==> src/rtl/dmem_stream_reader.sv <==
// Streams a run of consecutive 32-bit words out of the 4-bank byte-wide data memory
// onto a valid/ready interface. CPU accesses win the bank port; a small FIFO absorbs backpressure.
module dmem_stream_reader #(
    parameter int ADDRW = 13,
    parameter int CNTW  = 16,
    parameter int DEPTH = 4
) (
    input  logic               clk,
    input  logic               rst_n,
    input  logic               start,
    input  logic [ADDRW+1:0]   base_addr,
    input  logic [CNTW-1:0]    word_count,
    output logic               busy,
    output logic               done,
    input  logic               cpu_mem_busy,
    output logic [ADDRW-1:0]   bank_addr,
    output logic               bank_rden,
    input  logic [31:0]        bank_dout,
    output logic               m_valid,
    input  logic               m_ready,
    output logic [31:0]        m_data
);

    localparam int PW = $clog2(DEPTH);
    localparam logic [PW:0] DEPTH_C = DEPTH[PW:0];

    typedef enum logic [1:0] {
        IDLE  = 2'd0,
        RUN   = 2'd1,
        DRAIN = 2'd2,
        DONE  = 2'd3
    } state_t;

    state_t            state_r;
    state_t            state_s;
    logic [ADDRW-1:0]  row_r;
    logic [CNTW-1:0]   remaining_r;
    logic              pend_r;
    logic [31:0]       pend_data_r;
    logic [31:0]       fifo_mem_r [DEPTH];
    logic [PW-1:0]     wr_ptr_r;
    logic [PW-1:0]     rd_ptr_r;
    logic [PW:0]       count_r;
    logic              fire_s;
    logic              push_s;
    logic              pop_s;
    logic              accept_s;
    logic              unused_s;

    // The two byte-offset bits of the start address carry no information for word reads.
    assign unused_s = ^base_addr[1:0];

    // Read issue: reserve a FIFO slot for the word already in flight before firing another.
    always_comb begin
        fire_s = 1'b0;
        if ((state_r == RUN) && (remaining_r != '0) && !cpu_mem_busy &&
            ((count_r + {{PW{1'b0}}, pend_r}) < DEPTH_C)) begin
            fire_s = 1'b1;
        end else begin
            fire_s = 1'b0;
        end
    end

    assign accept_s = (state_r == IDLE) && start;
    assign push_s   = pend_r;
    assign pop_s    = (count_r != '0) && m_ready;

    // State register.
    always_ff @(posedge clk or negedge rst_n) begin
        if (!rst_n) begin
            state_r <= IDLE;
        end else begin
            state_r <= state_s;
        end
    end

    // Next-state logic; DRAIN finishes in the cycle that pops the last queued word.
    always_comb begin
        state_s = state_r;
        case (state_r)
            IDLE: begin
                if (start) begin
                    state_s = (word_count != '0) ? RUN : DONE;
                end else begin
                    state_s = IDLE;
                end
            end
            RUN: begin
                if (remaining_r == '0) begin
                    state_s = DRAIN;
                end else if (fire_s && (remaining_r == CNTW'(1))) begin
                    state_s = DRAIN;
                end else begin
                    state_s = RUN;
                end
            end
            DRAIN: begin
                if (!pend_r && ((count_r == '0) || ((count_r == (PW+1)'(1)) && pop_s))) begin
                    state_s = DONE;
                end else begin
                    state_s = DRAIN;
                end
            end
            DONE:    state_s = IDLE;
            default: state_s = IDLE;
        endcase
    end

    // Status outputs decoded from the state register.
    always_comb begin
        busy = 1'b0;
        done = 1'b0;
        case (state_r)
            IDLE: begin
                busy = 1'b0;
                done = 1'b0;
            end
            RUN, DRAIN: begin
                busy = 1'b1;
                done = 1'b0;
            end
            DONE: begin
                busy = 1'b1;
                done = 1'b1;
            end
            default: begin
                busy = 1'b0;
                done = 1'b0;
            end
        endcase
    end

    // Row pointer and remaining count; row wraps naturally at the bank size.
    always_ff @(posedge clk or negedge rst_n) begin
        if (!rst_n) begin
            row_r       <= '0;
            remaining_r <= '0;
        end else if (accept_s) begin
            row_r       <= base_addr[ADDRW+1:2];
            remaining_r <= word_count;
        end else if (fire_s) begin
            row_r       <= row_r + ADDRW'(1);
            remaining_r <= remaining_r - CNTW'(1);
        end
    end

    // Capture stage: the bank updated Data_Out on the negedge of the fired cycle.
    always_ff @(posedge clk or negedge rst_n) begin
        if (!rst_n) begin
            pend_r      <= 1'b0;
            pend_data_r <= 32'h0000_0000;
        end else begin
            pend_r <= fire_s;
            if (fire_s) begin
                pend_data_r <= bank_dout;
            end
        end
    end

    // FIFO storage and pointers.
    always_ff @(posedge clk or negedge rst_n) begin
        if (!rst_n) begin
            for (int i = 0; i < DEPTH; i++) begin
                fifo_mem_r[i] <= 32'h0000_0000;
            end
            wr_ptr_r <= '0;
            rd_ptr_r <= '0;
        end else begin
            if (push_s) begin
                fifo_mem_r[wr_ptr_r] <= pend_data_r;
                wr_ptr_r             <= wr_ptr_r + PW'(1);
            end
            if (pop_s) begin
                rd_ptr_r <= rd_ptr_r + PW'(1);
            end
        end
    end

    // FIFO occupancy; simultaneous push and pop leaves it unchanged.
    always_ff @(posedge clk or negedge rst_n) begin
        if (!rst_n) begin
            count_r <= '0;
        end else begin
            case ({push_s, pop_s})
                2'b10:   count_r <= count_r + (PW+1)'(1);
                2'b01:   count_r <= count_r - (PW+1)'(1);
                default: count_r <= count_r;
            endcase
        end
    end

    assign bank_addr = row_r;
    assign bank_rden = fire_s;
    assign m_valid   = (count_r != '0);
    assign m_data    = fifo_mem_r[rd_ptr_r];

endmodule

==> config.mk <==
export PLATFORM = sky130hd
export DESIGN_NAME = dmem_stream_reader
export DESIGN_NICKNAME = d
export VERILOG_FILES = /design/src/rtl/dmem_stream_reader.sv
export SDC_FILE = /design/constraint.sdc
export NUM_CORES = 1
export LEC_CHECK = 0
export ABC_AREA = 1
export CORE_UTILIZATION = 45
export CTS_BUF_LIST = sky130_fd_sc_hd__clkbuf_8
export CTS_CLUSTER_DIAMETER = 120
export CTS_CLUSTER_SIZE = 24
export DETAILED_ROUTE_END_ITERATION = 16
export DONT_BUFFER_PORTS = 1
export PLACE_DENSITY_LB_ADDON = 0.12
export SYNTH_ARGS = -nofsm -noshare
export SYNTH_HDL_FRONTEND = slang
export SYNTH_SLANG_ARGS = --single-unit
==> constraint.sdc <==
create_clock -name clk -period 2.9 [get_ports clk]
set_input_delay 0.435 -clock clk [delete_from_list [all_inputs] [get_ports clk]]
set_output_delay 0.435 -clock clk [all_outputs]
set_load 0.02 [all_outputs]
Word-level counts from Yosys, hierarchy flattened:

Index checks and enable logic that the tools add are counted.

* word-level logic and storage cells: 74
* bits in registers: 199
* input bits: 68

* $lt $le $gt $ge: 4
* reduce and logical (&&, ||, !) cells: 22
* add/sub/neg operators: 7
* bitwise gates (word level): 2
* eq/ne operators: 7
* mux-type cells: 20

Operators by type and width (count)
* $bwmux 128: 1
* $mux 32: 3
* $bmux 32 s2: 1
* $demux 32 s2: 1
* $mux 16: 2
* $reduce_bool 16->1: 2
* $mux 13: 2
* $eq 16x1->1 const B: 1
* $logic_not 16->1: 1
* $sub 16x1->16 const B: 1
* $add 13x1->13 const B: 1
* $logic_and 1x1->1: 9
* $mux 2: 4
* $pmux 2 s4: 1
* $eq 2x2->1 const B: 3
* $ge 3x3->1 const B: 2
* $not 2->3: 2
* $pmux 3 s2: 1
* $reduce_or 3->1: 2
* $add 2x1->2 const B: 2
* $eq 2x1->1 const B: 2
* $pmux 1 s2: 2
* $reduce_bool 2->1: 2
* $add 3x1->3: 1
* other kinds (11): 13

Depth between registers and ports, before layout:

* depth after elaboration: 9
* depth in mapped cells: 13

Least setup slack after synthesis:

No wires, ideal clock.

* path type: register -> output
* start point: register rd_ptr_r[0]
* end point: output m_data[11]
* data arrival time: 1488 ps
* data required time: 2465 ps
* stages on the path, launching flop included: 7
* path slack: 977 ps
* path through: dfrtp_1 > clkbuf_1 > inv_1 > buf_2 > clkbuf_1 > nor2_1 > o22ai_1

* longest elaborated chain between the ends: 4

RTL lines
* from (decl): RTL line 42 `logic [PW-1:0] rd_ptr_r;`
* from (signal assigned): RTL line 174 `rd_ptr_r <= rd_ptr_r + PW'(1);`
* $not 2->3 (not written as such): RTL line 195 `assign m_data = fifo_mem_r[rd_ptr_r];`
* $bmux 32 s2: RTL line 195
* $mux 32 (not written as such) (2 in series): RTL line 195
* to (decl): RTL line 21 `output logic [31:0] m_data`

No other way between the ends. The select of a mux whose other input is x is not followed.

Final worst setup path:

* start point: register rd_ptr_r[0]
* end point: output m_data[13]

Same word-level chain as after synthesis.

==> summary.txt <==
Run status
  • Status: complete, but fails checks
  • Failing checks: hold timing

Synthesis
  • Post-Synthesis Cell Area: about 9300 um2
  • Distinct cells, synth: 28
  • Synth Instances: around 1100
  • Seq/Total Area, Yosys: 0.534
  • Yosys warnings: 0
  • Syn_area_per_cell: around 8.1 um2
  • Main flop type after synthesis: dfrtp_1
  • Syn nets: 1227
  • Flops & latches, synth: about 200
  • Number of enable flip-flop cells after synthesis: 0
  • Synth async-reset ratio: 1.00

Timing
  • RSZ-0062 raised after global routing: false
  • Slew HR: 0.537
  • Min Clock Period, post-route: about 2.5 ns
  • Pins Over Slew Limit: 0
  • Final hold violations: roughly 200
  • Max frequency: just over 0.4 GHz
  • Setup Skew: between 0.01 and 0.015 ns
  • Endpoints failing setup: 0
  • Setup TNS: 0 ns
  • Crit share post-route: 0.852
  • Worst slew pin tran: approximately 0.69 ns
  • Worst hold slack: -0.340 ns

Clock tree
  • H-tree depth: 4
  • Root Driver: clkbuf_8
  • Clock latency on the worst-skew pair: between 0.4 and 0.5 ns
  • Sinks on the clock net: roughly 200
  • Post-CTS Repair Setup Buffers: 0
  • TritonCTS clock tree: done
  • Worst-path clk slew: approximately 0.10 ns
  • CTS resizes: 0
  • Max Buffers Root-to-Sink: 2
  • Cts bufs inserted: 17

Pwr
  • Final Total Pwr: roughly 12 mW
  • Pwr dens: 1190 nW/um2
  • P_leak: roughly 4.8 nW
  • Maximum VDD drop: approximately 500 uV

Routing
  • # DRC: 0
  • Initial DRC count: 470
  • Vias per inst: around 5.2
  • DR vias: between 7000 and 8000
  • Post-DRT Antenna Nets: 0
  • DR pass1 iterations: 5
  • Drt wl/cell: ~15 um
  • Final WL: between 20000 and 25000 um

Global routing
  • Largest net degree at the start of global routing: 200
  • Global route overflow: 0
  • Vias in the first global route: 7073
  • Tot GR Track Use: 0.217
  • Initial antenna violation count: 0
  • First-pass GRT wire length: around 37000 um

Setup path
  • Worst-path maximum fanout: 65
  • Critical Path RT: between 2 and 2.5 ns
  • WP data arrival: ~2.0 ns
  • Worst Setup Path Type: flip-flop to output pin
  • Critical path launch point type: flip-flop
  • Worst setup EP type: output pin

Floorplanning
  • Die H: 146 um
  • Die Width: about 150 um
  • DIE AREA: 21300 um2
  • Site Rows: 52
  • Core footprint: between 20000 and 25000 um2
  • IO Pins: roughly 120
  • Starting density of the core: 0.460

Layout
  • Filler Cell Count: approximately 2000
  • Synthesis-to-finish area growth: 8.50%
  • Layout Nets: about 1200
  • Layout cells sized above 1: 0.0854
  • Antenna Cells: 0

Job
  • Max-cap violation count: 0

Place
  • Hpwl dp: approximately 13000 um
  • GPL Wtd Cong: 0.816
  • Buffers on Ports: 0

Min path
  • HP Class: input pin to asynchronous set/reset pin
==> layer usage <==
metal / vias up / part of all wire / track usage
met5: - / 0 / 0
met4: 0 / 0.0077 / 0.0448
met3: 13 / 0.061 / 0.0571
met2: 168 / 0.46 / 0.346
met1: 3523 / 0.47 / 0.300
li1: 3745 / - / -
==> where the power goes <==
| group | switching, mW | internal (mW) |
|---|---|---|
| clock network | 0.985 | 0.667 |
| logic | 3.54 | 2.03 |
| registers | 0.826 | 4.01 |
| total | 5.35 | 6.70 |
==> Yosys cell counts (all sizes together) (5+ instances only) <==
| master | instances | area share |
|---|---|---|
| buf | 15 | 0.012 |
| clkbuf | 49 | 0.020 |
| dfrtp | 199 | 0.53 |
| ha | 13 | 0.017 |
| inv | 74 | 0.030 |
| nand2 | 299 | 0.12 |
| nand3 | 64 | 0.034 |
| nand4 | 6 | 0.0040 |
| nor2 | 122 | 0.051 |
| o21ai | 246 | 0.13 |
| o22ai | 32 | 0.021 |
| or2 | 5 | 0.0034 |
| xor2 | 6 | 0.0056 |
==> worst max-delay path, stage by stage (launching register included) <==
cell and delay (ns):
dfrtp_2 0.37, buf_4 0.56, o21ai_0 0.19, o22ai_1 0.24, buf_4 0.19
==> final cells by class <==
type	instances	area, um2	share of cell area
clock buffer	17	234	0.0231
clock inverter	15	115	0.0114
inverter	74	278	0.0274
multi-input combinational	809	3790	0.374
sequential	199	4980	0.492
tap	270	338	0.0334
timing repair buffer	45	388	0.0383
==> flip-flops by register name, summed over array words and instances, names as in the netlist <==
name	flops
bank_addr	13
count_r	3
fifo_mem_r	128
pend_data_r	32
pend_r	1
rd_ptr_r	2
remaining_r	16
state_r	2
wr_ptr_r	2
==> logic make-up (layout without fill, tap and decap cells) <==
| group | count (synthesis) | after routing | share of synthesized area |
|---|---|---|---|
| AOI/OAI and AO/OA | 284 | 284 | 0.159 |
| xor gates and xnor gates | 10 | 10 | 0.00939 |
| adders and majority gates | 13 | 13 | 0.0174 |
| buffers and inverters | 138 | 151 | 0.0611 |
| DFF | 199 | 199 | 0.534 |
| and+or+nand+nor | 502 | 502 | 0.219 |
==> final timing paths <==
check | end | from | slack (ns) | depth (start not counted)
worst min-delay path | fifo_mem_r[8] | rst_n | -0.34 | 0
min in group clk | pend_data_r[3] | bank_dout[3] | 0.09 | 2
worst min register to register | fifo_mem_r[50] | fifo_mem_r[50] | 0.48 | 2
worst max register to register | pend_data_r[13] | pend_r | 0.76 | 9
max in group asynchronous | pend_data_r[23] | rst_n | 2.94 | 0
worst max-delay path | m_data[13] | rd_ptr_r[0] | 0.43 | 4
==> layout by cell type, fill, tap and decap left out, types with 3 or more instances in the layout <==
cell,count
clkbuf_8,17
buf_12,4
or2_2,5
o21ai_2,4
nand2_2,7
dfrtp_1,198
o21ai_1,30
ha_1,13
nand2_1,291
clkinv_2,6
clkinvlp_4,4
inv_1,74
nor2_1,118
nand4_1,6
xor2_1,6
buf_4,41
nand3b_1,4
nand3_1,64
o21ai_0,212
o22ai_1,32
xnor2_1,4
a31oi_1,3
==> per-stage QoR <==
stage	instances	area, um2	worst slack [ns]	utilization
3_5_place_dp	1397	9770	0.800	0.482
5_1_grt	1429	10100	0.235	0.499
4_1_cts	1429	10100	0.356	0.499
2_1_floorplan	1146	9330	0.977	-
3_3_place_gp	1397	9770	0.822	0.482
6_report	1429	10100	0.430	0.499
No activity file was read; power rests on OpenSTA's default activity.
==> edit, RTL diff (same settings) <==
Set the parameter `CNTW` to 17 (it was 16).
--- a/src/rtl/dmem_stream_reader.sv
+++ b/src/rtl/dmem_stream_reader.sv
@@ -2,7 +2,7 @@
 // onto a valid/ready interface. CPU accesses win the bank port; a small FIFO absorbs backpressure.
 module dmem_stream_reader #(
     parameter int ADDRW = 13,
-    parameter int CNTW  = 16,
+    parameter int CNTW  = 17,
     parameter int DEPTH = 4
 ) (
     input  logic               clk,
Ports: changed (resized word_count); port bits go from 117 to 118. The function was not compared with the original's and may differ.
==> edit against the unedited design <==
  * The flow still finishes with violations (negative hold slack)
  * Die area increased by 2.2%
  * Synthesized area up 2.2%
  * Synthesized cell count increased by 0.17%
  * Sequential cell count increased by 1
  * Clock skew rose by 0.014 ns
  * Core utilization up 0.92 points
  * Design area is 2.8% higher
  * Worst setup slack worse by 0.079 ns
  * Sequential share of layout area fell by 1.1 points
  * Fmax shrank 3.1%
  * Power grew 2.3%
  * Routed wire length shrank 0.64%
  * Largest cell class unchanged
  * Highest routed layer unchanged
==> edit: results (changes against the unedited design) <==
DRT iter0 DRCs=447 (-4.9%); Slew @ Worst Pin=0.782 ns (+0.0878 ns); CTS clock-pin slew for the worst setup and hold paths=0.12 ns (+0.02 ns); synth unique cells=31 (+11%); pre-CTS setup slack=0.783 ns (-0.0162 ns); Fin Hold WS=-0.354 ns (-0.0144 ns); Pint=6.93 mW (+3.4%); CTS root buf=clkbuf_8; dpl cell area=9960 sq um (+1.9%); antenna violations before repair=0 (unchanged); Pleak=4.93 nW (+3.5%); # fillers=1,957 (-3.7%); GR Util met1=0.300 (about the same); Post-synth top cells=302 x nand2_1, 204 x o21ai_0, 200 x dfrtp_1; top layer in use=met4; vias in the first global route=7,108 (+0.49%); global-route met3 utilization=0.0441 (-0.0129); largest net degree at the start of global routing=201 (+0.50%); Reg area=5010 sq um (+0.50%); met2 WL=9.87 mm (-1.4%); HPWL Detailed=13.1 mm (-0.60%); GP Congestion=0.810 (-0.74%); Comb group=approximately 5.5 mW; detailed-route vias per instance=5.10 (-2.1%); fraction of final layout cells sized beyond drive strength 1=0.114 (+0.0286); worst clock skew=0.0243 ns (+0.0135 ns); WL per Instance=15.1 microns (-1.1%); WL met3=1.09 mm (-18%); Hold Vio Cnt, Final=200 (+0.50%); syn nets=1,230 (+0.24%); Mapped Cells=1,148 (+0.17%); Reg power frac=0.390 (-0.011); # port buffers=0 (unchanged); sequential area share after synthesis=0.525 (-0.00907); Crit Path Max Fanout=50 (-23%); GR Util met2=0.332 (-0.0148); first-pass GRT wire length=36.7 mm (-0.64%); DRT met1 WL=10.5 mm (+2.2%); Psw=5.40 mW (+0.90%); Hold Crit Class=input port to asynchronous set/reset pin; clk_lat worst skew=0.48 ns (+0.02 ns); post-placement cell count=1,404 (+0.50%); failing checks=negative hold slack; total wire length=21.7 mm (-0.64%); Area contributors post-synth=dfrtp_1 52%, nand2_1 12%, o21ai_0 11%; CTS Buf Count=17 (unchanged); All-Layer GR Usage=0.212 (-0.00575); H-tree Lvls=4 (unchanged); Critical Path AT=2.11 ns (+0.08 ns); status=finished with violations; top flop regs=fifo_mem_r: 128 flops, pend_data_r: 32 flops, remaining_r: 17 flops; Peak VDD IR=0.000473 V (-5.2%)
edit: cell types whose count changed in the layout (fill, tap and decap cells not counted), moves of 4 or more:
| cell | delta |
|---|---|
| o21ai_1 | -27 |
| o21ai_2 | +26 |
| nand3_1 | +8 |
| o21ai_0 | -8 |
| nand2_1 | +7 |
| buf_4 | +6 |
| clkinv_2 | -6 |
| inv_6 | +5 |
| clkinvlp_4 | -4 |
| nor2_1 | -4 |
edit: final cells by class:
type / count / area share
Clock buffer: 18 / 0.0238
Clock inverter: 14 / 0.0196
Multi-Input combinational cell: 810 / 0.378
Timing Repair Buffer: 49 / 0.0377
Inverter: 75 / 0.0278
Tap cell: 270 / 0.0325
Sequential cell: 200 / 0.481
edit: kinds of logic (layout without fill, tap and decap cells):
kind of cell,Yosys count,in the layout,synth area share
buf+inv,138,156,0.0641
simple gates,511,511,0.222
fa+ha+maj,13,13,0.0171
compound gates,274,274,0.161
flops,200,200,0.525
xor+xnor,12,12,0.0110
edit: worst paths after layout:
path	start	to	slack [ns]	cells after the start
min in group clk	bank_dout[25]	pend_data_r[25]	0.07	2
worst max-delay path	remaining_r[0]	bank_rden	0.35	9
worst min-delay path	rst_n	fifo_mem_r[5]	-0.35	0
worst max register to register	remaining_r[0]	pend_data_r[2]	0.74	12
worst min register to register	fifo_mem_r[64]	fifo_mem_r[64]	0.49	2
max in group asynchronous	rst_n	fifo_mem_r[24]	2.93	0
edit: worst max-delay path, cell delays in order, from the launching register on:
cell and delay [ns]:
dfrtp_1 0.43, inv_1 0.12, ha_1 0.21, inv_1 0.05, nor2_1 0.03, nand2_1 0.10, nor2_4 0.04, nand2_4 0.09
nand2_8 0.16, inv_8 0.36
